**src/rtl/rsnn_step_sequencer.sv**
```systemverilog
// ============================================================================
//  Module      : rsnn_step_sequencer
//  Description : Time-step scheduler for the recurrent spiking core. Walks the
//                neurons through one shared update datapath over req/ack and
//                commits the collected spike vector at the end of each step.
//  Revision    : 1.0  initial release
// ============================================================================
`default_nettype none

module rsnn_step_sequencer #(
    parameter int N_NEURONS = 8,
    parameter int IDX_W     = 3,
    parameter int TS_W      = 8
) (
    input  logic                 clk,
    input  logic                 reset,
    input  logic                 start,
    input  logic [N_NEURONS-1:0] in_spikes,
    output logic                 busy,
    output logic                 upd_req,
    output logic [IDX_W-1:0]     nrn_idx,
    input  logic                 upd_ack,
    input  logic                 upd_spike,
    output logic [N_NEURONS-1:0] in_spk_q,
    output logic [N_NEURONS-1:0] rec_spk_q,
    output logic [N_NEURONS-1:0] spikes_out,
    output logic                 step_done,
    output logic [TS_W-1:0]      step_cnt
);

    localparam logic [1:0] C_ST_IDLE   = 2'd0;
    localparam logic [1:0] C_ST_REQ    = 2'd1;
    localparam logic [1:0] C_ST_COMMIT = 2'd2;

    localparam logic [IDX_W-1:0] C_LAST_IDX = IDX_W'(N_NEURONS - 1);

    logic [1:0]           r_state;
    logic [N_NEURONS-1:0] r_acc;

    always_ff @(posedge clk) begin
        if (reset) begin
            r_state    <= C_ST_IDLE;
            r_acc      <= '0;
            busy       <= 1'b0;
            upd_req    <= 1'b0;
            nrn_idx    <= '0;
            in_spk_q   <= '0;
            rec_spk_q  <= '0;
            spikes_out <= '0;
            step_done  <= 1'b0;
            step_cnt   <= '0;
        end else begin
            case (r_state)
                C_ST_IDLE: begin
                    step_done <= 1'b0;
                    if (start) begin
                        in_spk_q <= in_spikes;
                        nrn_idx  <= '0;
                        r_acc    <= '0;
                        busy     <= 1'b1;
                        upd_req  <= 1'b1;
                        r_state  <= C_ST_REQ;
                    end
                end

                // upd_req stays high across transfers so back-to-back acks
                // retire one neuron per cycle; without an ack everything holds.
                C_ST_REQ: begin
                    if (upd_ack) begin
                        r_acc[nrn_idx] <= upd_spike;
                        if (nrn_idx == C_LAST_IDX) begin
                            upd_req <= 1'b0;
                            r_state <= C_ST_COMMIT;
                        end else begin
                            nrn_idx <= nrn_idx + IDX_W'(1);
                        end
                    end
                end

                C_ST_COMMIT: begin
                    spikes_out <= r_acc;
                    rec_spk_q  <= r_acc;
                    step_cnt   <= step_cnt + TS_W'(1);
                    step_done  <= 1'b1;
                    busy       <= 1'b0;
                    r_state    <= C_ST_IDLE;
                end

                default: begin
                    r_state <= C_ST_IDLE;
                    upd_req <= 1'b0;
                    busy    <= 1'b0;
                end
            endcase
        end
    end

endmodule

`default_nettype wire

```
**config.mk**
```make
export PLATFORM = sky130hd
export DESIGN_NAME = rsnn_step_sequencer
export DESIGN_NICKNAME = d
export VERILOG_FILES = /design/src/rtl/rsnn_step_sequencer.sv
export SDC_FILE = /design/constraint.sdc
export NUM_CORES = 1
export LEC_CHECK = 0
export ABC_AREA = 1
export CAP_MARGIN = 20
export CORE_MARGIN = 2
export CORE_UTILIZATION = 60
export DETAILED_ROUTE_END_ITERATION = 10
export DONT_BUFFER_PORTS = 1
export MAX_ROUTING_LAYER = met4
export PLACE_DENSITY = 0.75
export REMOVE_ABC_BUFFERS = 1
export SLEW_MARGIN = 20
export SYNTH_ARGS = -nofsm -noshare
export SYNTH_HDL_FRONTEND = slang
export SYNTH_SLANG_ARGS = --single-unit
```
**constraint.sdc**
```tcl
create_clock -name clk -period 3.4 [get_ports clk]
set_input_delay 0.68 -clock clk [delete_from_list [all_inputs] [get_ports clk]]
set_output_delay 0.68 -clock clk [all_outputs]
set_load 0.01 [all_outputs]
```
==> impl_metrics.json <==
{
  "grt_pass1_wl_microns": 5600,
  "wl_per_cell_microns": 12.8,
  "crit_buf_inv": 1,
  "cts_tree": "done",
  "worstSetupPathType": "reg2reg",
  "die-area_sq_um": 3420,
  "synthMostInstantiatedCell": "nor2_1",
  "ys_ff_latch": 40,
  "cellPowerDensity_nw_per_um2": 506,
  "drc_errors": 0,
  "final_layout_size_suffix_gt1_share_pct": 6.67,
  "power_leakage_nw": 0.822,
  "p_sw_mw": 0.215,
  "rr_endpoint": "r_acc[2]$_SDFFE_PP0P_",
  "switching_share_pct": 23.6,
  "chipHeight_microns": 58.5,
  "cts_hold_buf": 0,
  "fp.dieW_microns": 58.5,
  "grt_antenna_before_repair": 0,
  "synth_area_leader_cell": "dfxtp_1",
  "gp_congestion": 0.841,
  "postSynthCellCount": 250,
  "min_to": "busy$_SDFFE_PP0P_",
  "tightest_slew_ps": 598,
  "ys_warn_count": 0,
  "crit_family": "simple AND/OR/NAND/NOR gates",
  "r2r_cells": 6,
  "layout.nets": 255,
  "endpoint_kind": "register",
  "worst_slack_ps": 1680,
  "cts.sinks": 40,
  "yosysTopAreaCellShare_pct": 44.9,
  "clk_latency_ps": 340,
  "r2r_start": "r_state[0]$_SDFFE_PP0P_",
  "outcome": "complete, no violations",
  "drtIter0Drc": 71,
  "seq_power_share_pct": 54.9,
  "area_delta_synth_final_pct": 1.05,
  "post_cts_buffers": 0,
  "setup_violations": 0,
  "fin_crit_sh_pct": 50.7,
  "crit_start": "r_state[0]$_SDFFE_PP0P_",
  "diodes": 0,
  "ioPinCount": 51,
  "p_int_mw": 0.698,
  "fmax_ghz": 0.581,
  "startpoint_type": "register",
  "cap_violations": 0,
  "syn_area_per_cell_sq_um": 7.13,
  "synthTopCellsByCount": "nor2_1 (51), dfxtp_1 (40), nand2_1 (40), nand3_1 (26), o21ai_0 (22)",
  "synthArstFlopShare_pct": 0,
  "cts_buffers": 5,
  "cp_cell_sequence": "nor2_1, nand2_1, nand2_2, inv_2, nand3_1, a21oi_1",
  "synthDistinctLibCells": 22,
  "drt-total-wl_microns": 3470,
  "slew_headroom_pct": 60.1,
  "hold_path.class": "in2reg",
  "r2r_slack_ps": 1680,
  "worstPathRequired_ps": 3680,
  "grt-ovfl-total": 0,
  "crit_fanout": 14,
  "clkPwrFrac_pct": 38.3,
  "crit_arrival_ps": 2000,
  "min_path_cells": 1,
  "grt_max_degree": 25,
  "combPwrFrac_pct": 6.7,
  "grtUsageTotal_pct": 22.4,
  "synth_edf_count": 0,
  "grt_pass1_vias": 1313,
  "cts_resized": 0,
  "ant_nets": 0,
  "dp_hpwl_microns": 2270,
  "floorplan.initialDensity_pct": 64.1,
  "coreArea_sq_um": 2780,
  "vias": 1475,
  "crit_slowest_cell": "dfxtp_1",
  "row_count": 19,
  "max_stage_delay_ps": 670,
  "dp_slack_ps": 1730,
  "tns_ps": 0,
  "path_clk_slew_ps": 120,
  "layout_min_cycle_time_ps": 1720,
  "clockRootBuffer": "clkbuf_4",
  "slew_viol_final": 0,
  "rsz0062_at_grt": "false",
  "skew_ps": 6.49,
  "peakVddDrop_v": 0.000383,
  "yosysSeqAreaShare_pct": 44.9,
  "drtPass1Iterations": 4,
  "vias_per_cell": 5.44,
  "cts_max_level": 2,
  "min_from": "reset",
  "ys_top_cells_by_area": "dfxtp_1 (45%), nor2_1 (11%), nand2_1 (8.4%)",
  "numPortBuffers": 0,
  "netlist_area_sq_um": 1780,
  "clock_path_buffers": 2,
  "synth_ff_type": "dfxtp_1",
  "finalHoldViolCount": 0
}
[worst max path at each step]
stage	cells after the start	slack (ps)	to
6_report	6	1680	r_acc[2]$_SDFFE_PP0P_
3_3_place_gp	6	1760	nrn_idx[0]$_SDFFE_PP0P_
5_1_grt	6	1420	nrn_idx[0]$_SDFFE_PP0P_
2_1_floorplan	6	1950	nrn_idx[0]$_SDFFE_PP0P_
3_5_place_dp	6	1730	r_acc[0]$_SDFFE_PP0P_
4_1_cts	6	1700	nrn_idx[1]$_SDFFE_PP0P_
[area by class of cell]
class                           count  area [sq um]
Clock buffer                        7          65.1
Tap cell                           31          38.8
Sequential cell                    40           801
Multi-Input combinational cell    168           777
Fill cell                         249           980
Inverter                           24          90.1
Clock inverter                      1          30.0
[placed cells by master, fill, tap and decap left out]
master,netlist,layout
clkbuf_4,0,5
dfxtp_1,40,40
nand4_1,1,1
clkbuf_8,0,2
nor2_2,1,1
nor3_1,3,3
ha_1,3,3
bufinv_16,0,1
nor2_4,1,1
nand2_1,40,40
nand2_2,1,1
inv_1,21,21
and3_1,1,1
nor2_1,51,51
nand3_2,1,1
o21ai_0,22,22
a21oi_1,16,16
a21oi_4,1,1
inv_2,3,3
nand3_1,26,26
[stage by stage]
step | hold slack [ps] | utilization (%) | area (sq um) | power [mW] | instances
2_1_floorplan | 433 | - | 1670 | 0.559 | 232
3_3_place_gp | 448 | 61.4 | 1710 | 0.573 | 263
3_5_place_dp | 447 | 61.4 | 1710 | 0.574 | 263
4_1_cts | 368 | 64.8 | 1800 | 0.922 | 271
5_1_grt | 362 | 64.8 | 1800 | 0.954 | 271
6_report | 384 | 64.8 | 1800 | 0.913 | 271
[flip-flops by register name, indices dropped and copies added, names as in the netlist]
| signal | flops |
|---|---|
| in_spk_q | 8 |
| upd_req | 1 |
| r_state | 2 |
| nrn_idx | 3 |
| step_cnt | 8 |
| spikes_out | 8 |
| step_done | 1 |
| r_acc | 8 |
| busy | 1 |
[per-layer routing]
metal | track usage, % | vias to the layer above | wire length [microns]
met5 | - | - | 0
met4 | 9.97 | 0 | 53
met3 | 6.59 | 6 | 286
met2 | 35.6 | 45 | 1590
met1 | 26.2 | 661 | 1540
li1 | - | 763 | -
[cells by family after synthesis]
logic type	after synthesis	share of synthesized area, %
adders and majority gates	3	2.11
buffers and inverters	42	11.5
and+or+nand+nor	126	29.9
AOI/OAI and AO/OA	39	11.6
DFF	40	44.9
[power by group through the flow]
stage | logic, mW | clock network [mW] | registers [mW]
finish | 0.0614 | 0.350 | 0.501
global placement | 0.0612 | 0 | 0.512
global route | 0.0714 | 0.378 | 0.504
CTS | 0.0621 | 0.358 | 0.502
floorplan | 0.0498 | 0 | 0.509
detailed placement | 0.0617 | 0 | 0.512
Note: power is estimated with default switching activity, not from simulation.
